**config.mk**
```make
export PLATFORM = sky130hd
export DESIGN_NAME = fetch_stage_flat
export DESIGN_NICKNAME = d
export VERILOG_FILES = /design/src/rtl/fetch_pkg.sv /design/src/rtl/fetch_stage_if.sv /design/src/rtl/fetch_fifo.sv /design/src/rtl/fetch_stage.sv /design/src/flat_wrapper.sv
export SDC_FILE = /design/constraint.sdc
export NUM_CORES = 1
export LEC_CHECK = 0
export CORE_ASPECT_RATIO = 0.75
export CORE_UTILIZATION = 55
export CTS_CLUSTER_DIAMETER = 30
export DETAILED_ROUTE_END_ITERATION = 8
export PLACE_DENSITY = 0.86
export SLEW_MARGIN = 20
export SYNTH_ARGS = -nofsm -noshare
export SYNTH_HDL_FRONTEND = slang
export SYNTH_SLANG_ARGS = --single-unit
```
**constraint.sdc**
```tcl
create_clock -name clk -period 17.6 [get_ports clk]
set_input_delay 5.28 -clock clk [delete_from_list [all_inputs] [get_ports clk]]
set_output_delay 5.28 -clock clk [all_outputs]
set_load 0.02 [all_outputs]
```
**src/rtl/fetch_pkg.sv**
```systemverilog
// Shared widths, PC increment and the instruction-buffer entry type for the fetch stage.
package fetch_pkg;

  localparam int FETCH_ADDR_W  = 32;
  localparam int FETCH_INSTR_W = 32;
  localparam int PC_STEP       = 4;

  typedef struct packed {
    logic [FETCH_INSTR_W-1:0] instr;
    logic [FETCH_ADDR_W-1:0]  pc;
  } fetch_entry_t;

endpackage

```
**src/rtl/fetch_stage_if.sv**
```systemverilog
// Fetch-stage bus: redirect input, instruction-memory read port and decode-side handshake.
interface fetch_stage_if
  import fetch_pkg::*;
#(
  parameter int ADDR_W  = FETCH_ADDR_W,
  parameter int INSTR_W = FETCH_INSTR_W
);

  logic               pc_src;
  logic [ADDR_W-1:0]  pc_branch;
  logic               imem_req;
  logic [ADDR_W-1:0]  imem_addr;
  logic [INSTR_W-1:0] imem_rdata;
  logic               instr_valid;
  logic               instr_ready;
  logic [INSTR_W-1:0] instr;
  logic [ADDR_W-1:0]  instr_pc;
  logic [ADDR_W-1:0]  pc_plus4;

  modport master (
    input  pc_src, pc_branch, imem_rdata, instr_ready,
    output imem_req, imem_addr, instr_valid, instr, instr_pc, pc_plus4
  );

  modport slave (
    output pc_src, pc_branch, imem_rdata, instr_ready,
    input  imem_req, imem_addr, instr_valid, instr, instr_pc, pc_plus4
  );

endinterface

```
**src/rtl/fetch_fifo.sv**
```systemverilog
// Instruction buffer: power-of-two FIFO with flush; push and pop may coincide when full.
module fetch_fifo
  import fetch_pkg::*;
#(
  parameter int  DEPTH   = 2,
  parameter type entry_t = fetch_entry_t,
  localparam int AW      = $clog2(DEPTH),
  localparam int CW      = AW + 1
) (
  input  logic          clk,
  input  logic          rst_n,
  input  logic          flush,
  input  logic          push,
  input  entry_t        wr_data,
  input  logic          pop,
  output entry_t        rd_data,
  output logic          empty,
  output logic [CW-1:0] count
);

  entry_t          mem [DEPTH];
  logic   [AW-1:0] rd_ptr;
  logic   [AW-1:0] wr_ptr;

  always_ff @(posedge clk) begin
    if (!rst_n || flush) begin
      rd_ptr <= '0;
      wr_ptr <= '0;
      count  <= '0;
    end else begin
      if (push) wr_ptr <= wr_ptr + 1'b1;
      if (pop)  rd_ptr <= rd_ptr + 1'b1;
      count <= count + CW'(push) - CW'(pop);
    end
  end

  // Storage carries no reset; only the pointers and count define validity.
  always_ff @(posedge clk) begin
    if (rst_n && !flush && push) mem[wr_ptr] <= wr_data;
  end

  assign rd_data = mem[rd_ptr];
  assign empty   = (count == '0);

endmodule

```
**src/rtl/fetch_stage.sv**
```systemverilog
// Instruction fetch: PC sequencing, single outstanding-response tracking, redirect squash.
// Optional FETCH_STAGE_STATS_EN adds saturating fetch_count / redirect_count outputs.
module fetch_stage
  import fetch_pkg::*;
#(
  parameter int                ADDR_W   = FETCH_ADDR_W,
  parameter int                INSTR_W  = FETCH_INSTR_W,
  parameter logic [ADDR_W-1:0] RESET_PC = '0,
  parameter int                DEPTH    = 2
) (
  input  logic                 clk,
  input  logic                 rst_n,
  fetch_stage_if.master        bus
`ifdef FETCH_STAGE_STATS_EN
  ,
  output logic [31:0]          fetch_count,
  output logic [15:0]          redirect_count
`endif
);

  localparam int CW = $clog2(DEPTH) + 1;

  logic [ADDR_W-1:0] pc;
  logic [ADDR_W-1:0] inflight_pc;
  logic [ADDR_W-1:0] branch_pc;
  logic [ADDR_W-1:0] head_pc;
  logic              inflight;
  logic              req;
  logic              push;
  logic              pop;
  logic              buf_empty;
  logic [CW-1:0]     buf_count;
  logic [CW:0]       occupancy;
  fetch_entry_t      wr_entry;
  fetch_entry_t      rd_entry;

  assign branch_pc = {bus.pc_branch[ADDR_W-1:2], 2'b00};
  assign pop       = bus.instr_valid & bus.instr_ready;
  assign push      = inflight & ~bus.pc_src;

  // A same-cycle pop frees a slot, so streaming keeps one request per cycle.
  assign occupancy = {1'b0, buf_count} + (CW+1)'(inflight) - (CW+1)'(pop);
  assign req       = rst_n & (bus.pc_src | (occupancy < (CW+1)'(DEPTH)));

  assign bus.imem_req    = req;
  assign bus.imem_addr   = bus.pc_src ? branch_pc : pc;
  assign bus.instr_valid = rst_n & ~bus.pc_src & ~buf_empty;

  always_ff @(posedge clk) begin
    if (!rst_n) begin
      pc          <= RESET_PC;
      inflight    <= 1'b0;
      inflight_pc <= '0;
    end else begin
      inflight <= req;
      if (req) inflight_pc <= bus.imem_addr;
      if (bus.pc_src)
        pc <= branch_pc + ADDR_W'(PC_STEP);
      else if (req)
        pc <= pc + ADDR_W'(PC_STEP);
    end
  end

  always_comb begin
    wr_entry                    = '0;
    wr_entry.instr[INSTR_W-1:0] = bus.imem_rdata;
    wr_entry.pc[ADDR_W-1:0]     = inflight_pc;
  end

  fetch_fifo #(
    .DEPTH   (DEPTH),
    .entry_t (fetch_entry_t)
  ) u_fifo (
    .clk     (clk),
    .rst_n   (rst_n),
    .flush   (bus.pc_src),
    .push    (push),
    .wr_data (wr_entry),
    .pop     (pop),
    .rd_data (rd_entry),
    .empty   (buf_empty),
    .count   (buf_count)
  );

  assign head_pc      = rd_entry.pc[ADDR_W-1:0];
  assign bus.instr    = rd_entry.instr[INSTR_W-1:0];
  assign bus.instr_pc = head_pc;
  assign bus.pc_plus4 = head_pc + ADDR_W'(PC_STEP);

`ifdef FETCH_STAGE_STATS_EN
  always_ff @(posedge clk) begin
    if (!rst_n) begin
      fetch_count    <= '0;
      redirect_count <= '0;
    end else begin
      if (pop && (fetch_count != '1))           fetch_count    <= fetch_count + 1'b1;
      if (bus.pc_src && (redirect_count != '1)) redirect_count <= redirect_count + 1'b1;
    end
  end
`endif

endmodule

```
**src/flat_wrapper.sv**
```systemverilog
// flat-port wrapper written by rule: the top's interface ports become plain ports
module fetch_stage_flat import fetch_pkg::*;
#(
  parameter int                ADDR_W   = FETCH_ADDR_W,
  parameter int                INSTR_W  = FETCH_INSTR_W,
  parameter logic [ADDR_W-1:0] RESET_PC = '0,
  parameter int                DEPTH    = 2
)
  (clk, rst_n, bus_pc_src, bus_pc_branch, bus_imem_rdata, bus_instr_ready, bus_imem_req, bus_imem_addr, bus_instr_valid, bus_instr, bus_instr_pc, bus_pc_plus4);
  fetch_stage_if #(.ADDR_W(ADDR_W), .INSTR_W(INSTR_W)) bus_i ();
  input  logic clk;
  input  logic rst_n;
  input wire logic [$bits(bus_i.pc_src)-1:0] bus_pc_src;
  input wire logic [$bits(bus_i.pc_branch)-1:0] bus_pc_branch;
  input wire logic [$bits(bus_i.imem_rdata)-1:0] bus_imem_rdata;
  input wire logic [$bits(bus_i.instr_ready)-1:0] bus_instr_ready;
  output wire logic [$bits(bus_i.imem_req)-1:0] bus_imem_req;
  output wire logic [$bits(bus_i.imem_addr)-1:0] bus_imem_addr;
  output wire logic [$bits(bus_i.instr_valid)-1:0] bus_instr_valid;
  output wire logic [$bits(bus_i.instr)-1:0] bus_instr;
  output wire logic [$bits(bus_i.instr_pc)-1:0] bus_instr_pc;
  output wire logic [$bits(bus_i.pc_plus4)-1:0] bus_pc_plus4;
  assign bus_i.pc_src = bus_pc_src;
  assign bus_i.pc_branch = bus_pc_branch;
  assign bus_i.imem_rdata = bus_imem_rdata;
  assign bus_i.instr_ready = bus_instr_ready;
  assign bus_imem_req = bus_i.imem_req;
  assign bus_imem_addr = bus_i.imem_addr;
  assign bus_instr_valid = bus_i.instr_valid;
  assign bus_instr = bus_i.instr;
  assign bus_instr_pc = bus_i.instr_pc;
  assign bus_pc_plus4 = bus_i.pc_plus4;
  fetch_stage #(.ADDR_W(ADDR_W), .INSTR_W(INSTR_W), .RESET_PC(RESET_PC), .DEPTH(DEPTH)) u_core (.clk(clk), .rst_n(rst_n), .bus(bus_i));
endmodule
```
; Word-level counts from Yosys, hierarchy flattened
; Memories as Yosys holds them, arrays and structs flattened. A register that Yosys moved wholly into a read port is not among the register bits.
; Cells that the tools add are included.
[totals]
regBits = 69
ram_bits = 128
input_bits = 68
output_inout_bits = 130
wordCells = 39
memories = 1
[mem_list]
columns = name, depth, width, rd, rd_ports_with_merged_regs, write_ports, line_no
row1 = u_core.u_fifo.mem, 2, 64, 1, 1, 1, fetch_fifo.sv:21  ; entry_t mem [DEPTH];
[classes]
add_sub_neg = 9
magnitude_cmp = 1
muxes = 7
n_bitwise = 8
n_reduce_logical = 7
[op_table]
columns = operator, n
row1 = 32-bit by 3-bit adder with 32-bit output (second input constant), 3
row2 = 32-bit two-way mux, 3
row3 = 1-bit bitwise AND, 5
row4 = 1-bit two-way mux, 4
row5 = 2-bit by 1-bit adder with 3-bit output, 1
row6 = 3-bit by 2-bit less-than comparator with 1-bit output (second input constant), 1
row7 = 3-bit by 1-bit subtractor with 3-bit output, 1
row8 = 1-bit adder (second input constant), 2
row9 = 2-bit by 1-bit adder with 2-bit output, 1
row10 = 1-bit logical AND, 2
row11 = 1-bit zero test, 2
row12 = 2-bit zero test, 1
row13 = 1-bit NOT, 2
row14 = 2-bit nonzero test, 1
row15 = 2-bit by 1-bit subtractor with 2-bit output, 1
row16 = 1-bit logical OR, 1
row17 = 1-bit OR, 1

; Logic depth before layout (Yosys ltp)
; Gate-level depths: netlist of the first run.
[depth]
ltp_word = 10
mapped_depth = 15
mapped_depth_nobuf = 11

; By module
; Synthesis of the first run repeated with hierarchy kept, for this count alone.
[unflattened]
hier_cells = 730
area_unflattened_um2 = 9125.0
[modules_own_cells]
columns = mod, instances, cells_each, area_per_inst_um2, seq_area_each_um2
row1 = fetch_fifo, 1, 221, 5143.7, 3943.8
row2 = fetch_stage, 1, 509, 3981.3, 1221.2

; Worst setup path after synthesis of the first run
; OpenSTA, ideal clock, no wires.
[synth_timing]
path_type = input port to output port
from = input bus_pc_src
to = output bus_imem_req
arrival_ns = 8.020
required_time_ns = 12.320
path_slack_ns = 4.300
stages = 11
path_cell_list = buf_6 buf_4 nand2b_1 nor2_1 and2_1 ha_1 nor2b_1 fa_1 o21ai_1 buf_2 and2_1
[synth_via]
elab_chain_cells = 8
[synth_lines]
columns = item, line_no
row1 = "start, declared", flat_wrapper.sv:13  ; input wire logic [$bits(bus_i.pc_src)-1:0] bus_pc_src;
row2 = 1-bit NOT, fetch_stage.sv:47  ; assign bus.instr_valid = rst_n & ~bus.pc_src & ~buf_empty;
row3 = 1-bit bitwise AND (2 in series), fetch_stage.sv:47
row4 = net bus_instr_valid, flat_wrapper.sv:19  ; output wire logic [$bits(bus_i.instr_valid)-1:0] bus_instr_valid;
row5 = 1-bit bitwise AND, fetch_stage.sv:38  ; assign pop = bus.instr_valid & bus.instr_ready;
row6 = net u_core.pop, fetch_stage.sv:30  ; logic pop;
row7 = 3-bit by 1-bit subtractor with 3-bit output, fetch_stage.sv:42  ; assign occupancy = {1'b0, buf_count} + (CW+1)'(inflight) - (CW+1)'(pop);
row8 = 3-bit by 2-bit less-than comparator with 1-bit output, fetch_stage.sv:43  ; assign req = rst_n & (bus.pc_src | (occupancy < (CW+1)'(DEPTH)));
row9 = 1-bit OR, fetch_stage.sv:43
row10 = 1-bit bitwise AND, fetch_stage.sv:43
row11 = "end, declared", flat_wrapper.sv:17  ; output wire logic [$bits(bus_i.imem_req)-1:0] bus_imem_req;
; The timed path passes the listed nets, and every way through them passes these cells.

; Final worst setup path of the first run
[layout_timing]
from = input bus_pc_src
to = output bus_imem_req
[layout_via]
elab_chain_cells = 8
[layout_lines]
columns = item, line_no
row1 = 1-bit NOT, fetch_stage.sv:47
row2 = 1-bit bitwise AND (2 in series), fetch_stage.sv:47
row3 = 1-bit bitwise AND, fetch_stage.sv:38
row4 = net u_core.pop, fetch_stage.sv:30
row5 = 3-bit by 1-bit subtractor with 3-bit output, fetch_stage.sv:42
row6 = 3-bit by 2-bit less-than comparator with 1-bit output, fetch_stage.sv:43
row7 = 1-bit OR, fetch_stage.sv:43
row8 = 1-bit bitwise AND, fetch_stage.sv:43
; The timed path passes the listed nets, and every way through them passes these cells.

==> results of run 1 <==
## metal layers
layer	wire, um	vias up	track usage (%)
li1	-	3146	-
met1	9480	3089	35.42
met2	9467	290	38.40
met3	2080	13	8.226
met4	105	0	5.455
met5	0	-	0
## flip-flops by register name, summed over array words and instances, names as in the netlist, named ones only
name	flops
u_core.u_fifo.mem	124
u_core.inflight_pc	30
u_core.pc	30
u_core.u_fifo.count	2
u_core.inflight	1
u_core.u_fifo.rd_ptr	1
u_core.u_fifo.wr_ptr	1
## power by group
part	switching (uW)	internal [uW]	total, uW	leakage, uW
Combinational	74.0	61.1	135	0.00229
Sequential	13.7	495	508	0.00168
Clock	166	209	375	0.000263
Total	254	765	1020	0.00424
## area by class of cell
class                           instances  area (sq um)
Inverter                               48         180.2
Tap cell                              210         262.8
Sequential cell                       190          5049
Timing Repair Buffer                  196          1939
Clock buffer                           18         429.2
Multi-Input combinational cell        482          3618
Clock inverter                         13         138.9
Fill cell                            1153          4448
## worst max-delay path, cell delays in order
cell             delay (ns)
buf_2                  0.08
buf_4                  0.61
nand2b_1               0.29
nor2_1                 0.08
and2_1                 0.20
ha_1                   0.29
nor2b_1                0.05
fa_1                   0.37
xnor2_1                0.46
o21ai_4                0.10
and2_1                 0.19
clkdlybuf4s50_1        0.54
## cell usage after synthesis, drive strengths merged (2+ instances only)
| master | n | area, sq um |
|---|---|---|
| a31oi | 4 | 25.02 |
| and2 | 7 | 43.79 |
| dfxtp | 66 | 1321 |
| nor2 | 46 | 172.7 |
| o21ai | 27 | 135.1 |
| nor3 | 18 | 95.09 |
| o211ai | 2 | 15.01 |
| nand3 | 35 | 190.2 |
| xor2 | 14 | 122.6 |
| inv | 48 | 180.2 |
| nor3b | 2 | 15.01 |
| nand3b | 15 | 125.1 |
| o211a | 3 | 30.03 |
| a311oi | 4 | 41.29 |
| ha | 5 | 62.56 |
| nand4 | 16 | 127.6 |
| nor4 | 9 | 105.1 |
| mux2 | 50 | 563.0 |
| a32o | 2 | 20.02 |
| buf | 31 | 205.2 |
| clkbuf | 14 | 52.55 |
| and3 | 6 | 37.54 |
| o22ai | 2 | 12.51 |
| nor2b | 4 | 25.02 |
| a211oi | 29 | 230.2 |
| nand2b | 4 | 25.02 |
| a21oi | 24 | 131.4 |
| o31ai | 3 | 22.52 |
| a22oi | 9 | 86.33 |
| nand2 | 40 | 150.1 |
| o221ai | 5 | 43.79 |
| edfxtp | 124 | 3724 |
| a21o | 3 | 22.52 |
| nand4b | 4 | 50.05 |
| a221oi | 2 | 30.03 |
| xnor2 | 33 | 289.0 |
| mux2i | 40 | 415.4 |
## through the flow
| step | instance area [sq um] | total power [uW] | setup WS (ns) | utilization, % | hold slack (ns) |
|---|---|---|---|---|---|
| after floorplan | 9066 | 591.1 | 4.300 | - | 0.4254 |
| after global placement | 11050 | 647.5 | 3.835 | 68.78 | 0.4344 |
| after detailed placement | 11050 | 651.3 | 3.773 | 68.78 | 0.4429 |
| after CTS | 11620 | 1022 | 3.752 | 72.31 | 0.4586 |
| after global routing | 11620 | 1053 | 3.533 | 72.31 | 0.4690 |
| final | 11620 | 1019 | 3.744 | 72.31 | 0.4555 |
## logic make-up after synthesis
family	count (synthesis)
simple gates	209
flops	190
compound gates	124
buf+inv	93
mux	90
xor+xnor	47
fa+ha+maj	6
other cells	1
## how the worst max path moves through the flow
stage	slack [ns]	cells past startpoint	end
floorplan	4.30	11	bus_imem_req
global placement	3.83	12	bus_imem_req
detailed placement	3.77	12	bus_imem_req
CTS	3.75	12	bus_imem_req
global route	3.53	12	bus_imem_req
finish	3.74	12	bus_imem_req
## placed cells by master, fill, tap and decap left out, drive strengths merged, types with 4 or more instances in the layout
cell type and count:
clkdlybuf4s50 188, edfxtp 124, dfxtp 66, inv 51, mux2 50, nor2 46, nand2 40, mux2i 40
nand3 35, xnor2 33, a211oi 29, o21ai 27, a21oi 24, clkbuf 18, nor3 18, nand4 16
nand3b 15, xor2 14, a22oi 9, nor4 9, buf 8, and2 7, and3 6, conb 6
o221ai 5, ha 5, clkinvlp 5, nand2b 4, nor2b 4, a31oi 4, nand4b 4, a311oi 4
==> summary.txt, run 1 <==
Critical path
  • Crit Path Category: input pin to primary output
  • Reg2reg end: u_core.pc[31]
  • R2R depth: 11
  • Crit. Startpoint: bus_pc_src
  • Arr. time, crit path: 8.58 ns
  • Critical Path End Type: primary output
  • Startpoint class of the critical path: input pin
  • Crit path max fanout: 66
  • Reg-to-reg setup timing slack: 14.17 ns
  • Crit Reg-Reg Startpoint: u_core.u_fifo.count[1]
  • Crit path required time: 12.32 ns

Min path
  • Hold Crit Class: register to register
  • Hold endpoint: u_core.u_fifo.mem[0][31]
  • Worst hold path startpoint: u_core.inflight_pc[31]
  • Hold path depth: 0

Global routing
  • Initial antenna violation count: 0
  • GRT Overall Usage: 25.31%
  • Total gr overflow: 0
  • Global-route wire length before repair: 33,000 um
  • Largest net degree at the start of global routing: 90
  • Vias in the first global route: 6,232

STA
  • Final Cycle Share: 78.73%
  • Final setup skew: 0.01179 ns
  • RSZ-0062 raised after global routing: no
  • Setup violators final: 0
  • Setup TNS: 0 ns
  • Transition time of the tightest slew-check pin: 1.058 ns
  • Slew Viols, Final: 0
  • Final Critical Period: 13.86 ns
  • Max-slew headroom: 29.44%
  • Fmax: 72.17 MHz
  • Hold Vio Cnt, Final: 0

Clocking
  • Max Root-Sink Buffers: 2
  • Hold buffers post-CTS: 0
  • Skew-Pair Late Insertion Delay: 0.43 ns
  • H-Tree Depth: 4
  • Clock Sinks: 190
  • Root Buffer: clkbuf_16
  • Total CTS buffers: 17
  • Post-CTS sizing: 0
  • CTS tree: built
  • Clock-pin transition on the worst setup and hold timing paths: 0.06 ns
  • Post-CTS Setup Bufs: 0

Drt
  • Routed len/inst: 18.27 um
  • First drt pass iteration count: 5
  • Total wire length: 21,130 um
  • # DRC: 0
  • Initial DRC count: 642
  • Vias/cell: 5.651
  • Total number of vias: 6,538
  • Antenna viol nets, final: 0

Placement
  • Buffers on Ports: 189
  • Placed cell count: 1,126
  • DP Wirelength: 14,480 um
  • RePlAce Congestion: 0.8623

Floorplanning
  • Die ar.: 16,970 sq um
  • Core area: 16,070 sq um
  • Initial Util: 56.32%
  • Die height: 113.1 um
  • Die width: 150.1 um
  • # IOs: 198
  • # rows: 40

Synthesis
  • Syn Inst Count: 760
  • Synth Area in XOR/XNOR: 4.550%
  • Synthesized flop and latch total: 190
  • Mux contribution to synthesized area: 10.81%
  • Main combinational cell family by area after synthesis: simple AND/OR/NAND/NOR gates
  • Post-Synth Simple-Gate Area: 13.21%
  • Netlist cell types: 64
  • Compound-Gate Fraction of Synth Area: 9.874%
  • Async set-reset flop share out of synthesis: 0%
  • Synth Area in Adders: 0.9127%
  • Sequential fraction of the synthesis area: 55.76%
  • Mapped Avg Cell Area: 11.90 sq um
  • Syn. warnings: 0
  • Netlist Area Pre-Place: 9047 sq um
  • Ys flop type: edfxtp_1
  • Post-synth EDFFs: 124

Outcome
  • Run status: complete, no violations

Power and ir drop
  • Pwr dens: 87.69 nW/um^2
  • Maximum VDD drop: 0.06685 mV
  • P_leak: 0.004239 uW

Final layout
  • Fraction of layout cells with a size suffix above 1: 12.57%
  • Antenna cells: 0
  • Post-route insts no fill: 1,157
  • Area growth, synth to finish: 28.41%
  • Fin nets: 1,009

Run
  • Max-cap violations: 0
(Power assumes the default switching activity.)
==> run 2, diff against run 1 <==
--- a/config.mk
+++ b/config.mk
@@ -6,10 +6,10 @@
 export NUM_CORES = 1
 export LEC_CHECK = 0
 export CORE_ASPECT_RATIO = 0.75
-export CORE_UTILIZATION = 55
+export CORE_UTILIZATION = 51
 export CTS_CLUSTER_DIAMETER = 30
 export DETAILED_ROUTE_END_ITERATION = 8
-export PLACE_DENSITY = 0.86
+export PLACE_DENSITY = 0.8
 export SLEW_MARGIN = 20
 export SYNTH_ARGS = -nofsm -noshare
 export SYNTH_HDL_FRONTEND = slang
==> constraint.sdc (replaced) <==
create_clock -name clk -period 12.9 [get_ports clk]
set_input_delay 3.87 -clock clk [delete_from_list [all_inputs] [get_ports clk]]
set_output_delay 3.87 -clock clk [all_outputs]
set_load 0.02 [all_outputs]
==> run 2 against run 1 <==
Net effect:
- critical endpoint unchanged
- flip-flop and latch count is the same
- design area rose by 0.41%
- highest routed layer unchanged
- first-iteration DRC count shrank 29%
- largest cell class unchanged
- critical path type unchanged
- largest power group unchanged
==> summary.txt, run 2 (synthesized netlist as in run 1, its figures left out) <==
Critical path
  • Arr. time, crit path: 7.18 ns
  • Critical Path Slowest Stage Cell: clkdlybuf4s50_1
  • Critical Path End Type: primary output
  • Worst Path Buf+Inv: 3
  • Critical Path, Cell by Cell: clkdlybuf4s50_1 > buf_4 > nand2b_1 > nor2_1 > and2_1 > ha_1 > nor2b_1 > fa_1 > o21ai_4 > and2_1 > clkdlybuf4s50_1
  • Crit path max-delay family: buffers and inverters
  • Startpoint class of the critical path: input pin
  • Crit path required time: 9.03 ns
  • Crit path max fanout: 31
  • Crit. Startpoint: rst_n
  • Crit Path Category: input pin to primary output
  • R2R depth: 11
  • Stages on worst setup path: 11
  • CP peak stage delay: 0.62 ns
  • Crit Reg-Reg Startpoint: u_core.u_fifo.count[1]

Clocking
  • Post-CTS Setup Bufs: 0
  • CTS tree: built
  • Clock Sinks: 190
  • Clock-pin transition on the worst setup and hold timing paths: 0.07 ns
  • Hold buffers post-CTS: 0
  • Post-CTS sizing: 0
  • Max Root-Sink Buffers: 2
  • Root Buffer: clkbuf_16
  • Total CTS buffers: 17
  • H-Tree Depth: 4
  • Skew-Pair Late Insertion Delay: 0.43 ns

Final layout
  • Fill count: 1,313
  • Largest regs: u_core.u_fifo.mem (124), u_core.inflight_pc (30), u_core.pc (30)
  • Fin nets: 1,010
  • Post-route design area: 11,660 sq um
  • Post-route insts no fill: 1,184
  • Antenna cells: 0
  • Fraction of layout cells with a size suffix above 1: 12.76%
  • Biggest register: u_core.u_fifo.mem
  • Most frequent cells in the layout: clkdlybuf4s50_1 (188), edfxtp_1 (124), dfxtp_1 (65)
  • Most common cell after layout, fill and taps aside: clkdlybuf4s50_1
  • Register area: 5049 sq um
  • Multi-input logic area: 3618 sq um
  • Area growth, synth to finish: 28.93%
  • Max reg flops: 124

STA
  • Setup TNS: 0 ns
  • Hold Vio Cnt, Final: 0
  • Final Cycle Share: 85.63%
  • Setup violators final: 0
  • Slew Viols, Final: 0
  • RSZ-0062 raised after global routing: no
  • Max-slew headroom: 32.32%
  • Final setup skew: 0.008390 ns
  • Fmax: 90.53 MHz
  • Transition time of the tightest slew-check pin: 1.015 ns
  • Final Critical Period: 11.05 ns

Floorplanning
  • Die width: 155.8 um
  • Core area: 17,080 sq um
  • Initial Util: 52.96%
  • Die height: 117.3 um
  • # IOs: 198
  • # rows: 41
  • Die ar.: 18,280 sq um

Placement
  • Cell Area, Placed: 11,090 sq um
  • RePlAce Congestion: 0.8537
  • DP Wirelength: 14,380 um
  • Buffers on Ports: 189
  • Placed cell count: 1,153

Global routing
  • Total gr overflow: 0
  • Vias in the first global route: 6,184
  • GRT Overall Usage: 23.02%
  • Largest net degree at the start of global routing: 90
  • Initial antenna violation count: 0
  • Global-route wire length before repair: 32,700 um

Power and ir drop
  • Flop pwr share: 49.9%
  • Clock share of power: 36.8%
  • Maximum VDD drop: 0.07534 mV
  • Sw power: 354.9 uW
  • P_leak: 0.004263 uW
  • Combinational power share: 13.3%
  • Sw Ratio: 25.60%
  • Power Internal: 1032 uW
  • Pwr dens: 118.9 nW/um^2

Drt
  • Antenna viol nets, final: 0
  • Total wire length: 20,480 um
  • First drt pass iteration count: 5
  • # DRC: 0
  • Initial DRC count: 453
  • Vias/cell: 5.463
  • Routed len/inst: 17.29 um
  • Total number of vias: 6,468

Min path
  • Hold path depth: 0
  • Worst hold path startpoint: u_core.inflight_pc[29]
  • Hold Crit Class: register to register

Run
  • Max-cap violations: 0

Outcome
  • Run status: complete, no violations
-- run 2: cell type report --
cell class                      instances  share of cell area, %
Clock buffer                           17                  3.647
Tap cell                              236                  2.531
Sequential cell                       190                  43.28
Clock inverter                         14                  1.287
Timing Repair Buffer                  197                  16.69
Inverter                               48                  1.545
Multi-Input combinational cell        482                  31.02
-- run 2: path summary, 6_finish.rpt --
check | to | slack [ns]
worst min register to register | u_core.u_fifo.mem[1][29] | 0.45
worst max register to register | u_core.pc[31] | 9.54
worst max-delay path | bus_imem_req | 1.85
worst min-delay path | u_core.u_fifo.mem[1][29] | 0.45
-- run 2: metrics by stage --
stage | total power [uW] | setup WS, ns | utilization [%] | hold slack, ns
finish | 1387 | 1.854 | 68.29 | 0.4509
global route | 1442 | 1.676 | 68.29 | 0.4736
CTS | 1396 | 1.853 | 68.29 | 0.4536
detailed placement | 888.8 | 1.883 | 64.92 | 0.4368
global placement | 884.9 | 1.923 | 64.92 | 0.4330
floorplan | 806.4 | 2.420 | - | 0.4254
-- run 2: worst reg2reg max path: stages, from the launching register on --
cell and delay (ns):
dfxtp_1 0.39, nor2_1 0.06, nor2_1 0.11, and2_1 0.21, ha_1 0.25, nor2b_1 0.16
fa_1 0.54, o21ai_4 0.19, buf_4 0.67, o21ai_0 0.18, a311o_1 0.34, a311oi_1 0.18
-- run 2: layer usage --
layer	wire length [um]	track usage, %	vias to the layer above
met2	8774	33.45	244
met3	1556	6.208	13
met1	10020	34.02	3052
met5	0	0	-
met4	130	5.331	0
li1	-	-	3159
-- run 2: power by group through the flow --
stage / Clock, uW / Combinational (uW) / Sequential [uW]
global placement: 0 / 181 / 704
detailed placement: 0 / 183 / 706
floorplan: 0 / 106 / 701
CTS: 519 / 184 / 692
finish: 510 / 184 / 692
global route: 548 / 198 / 695
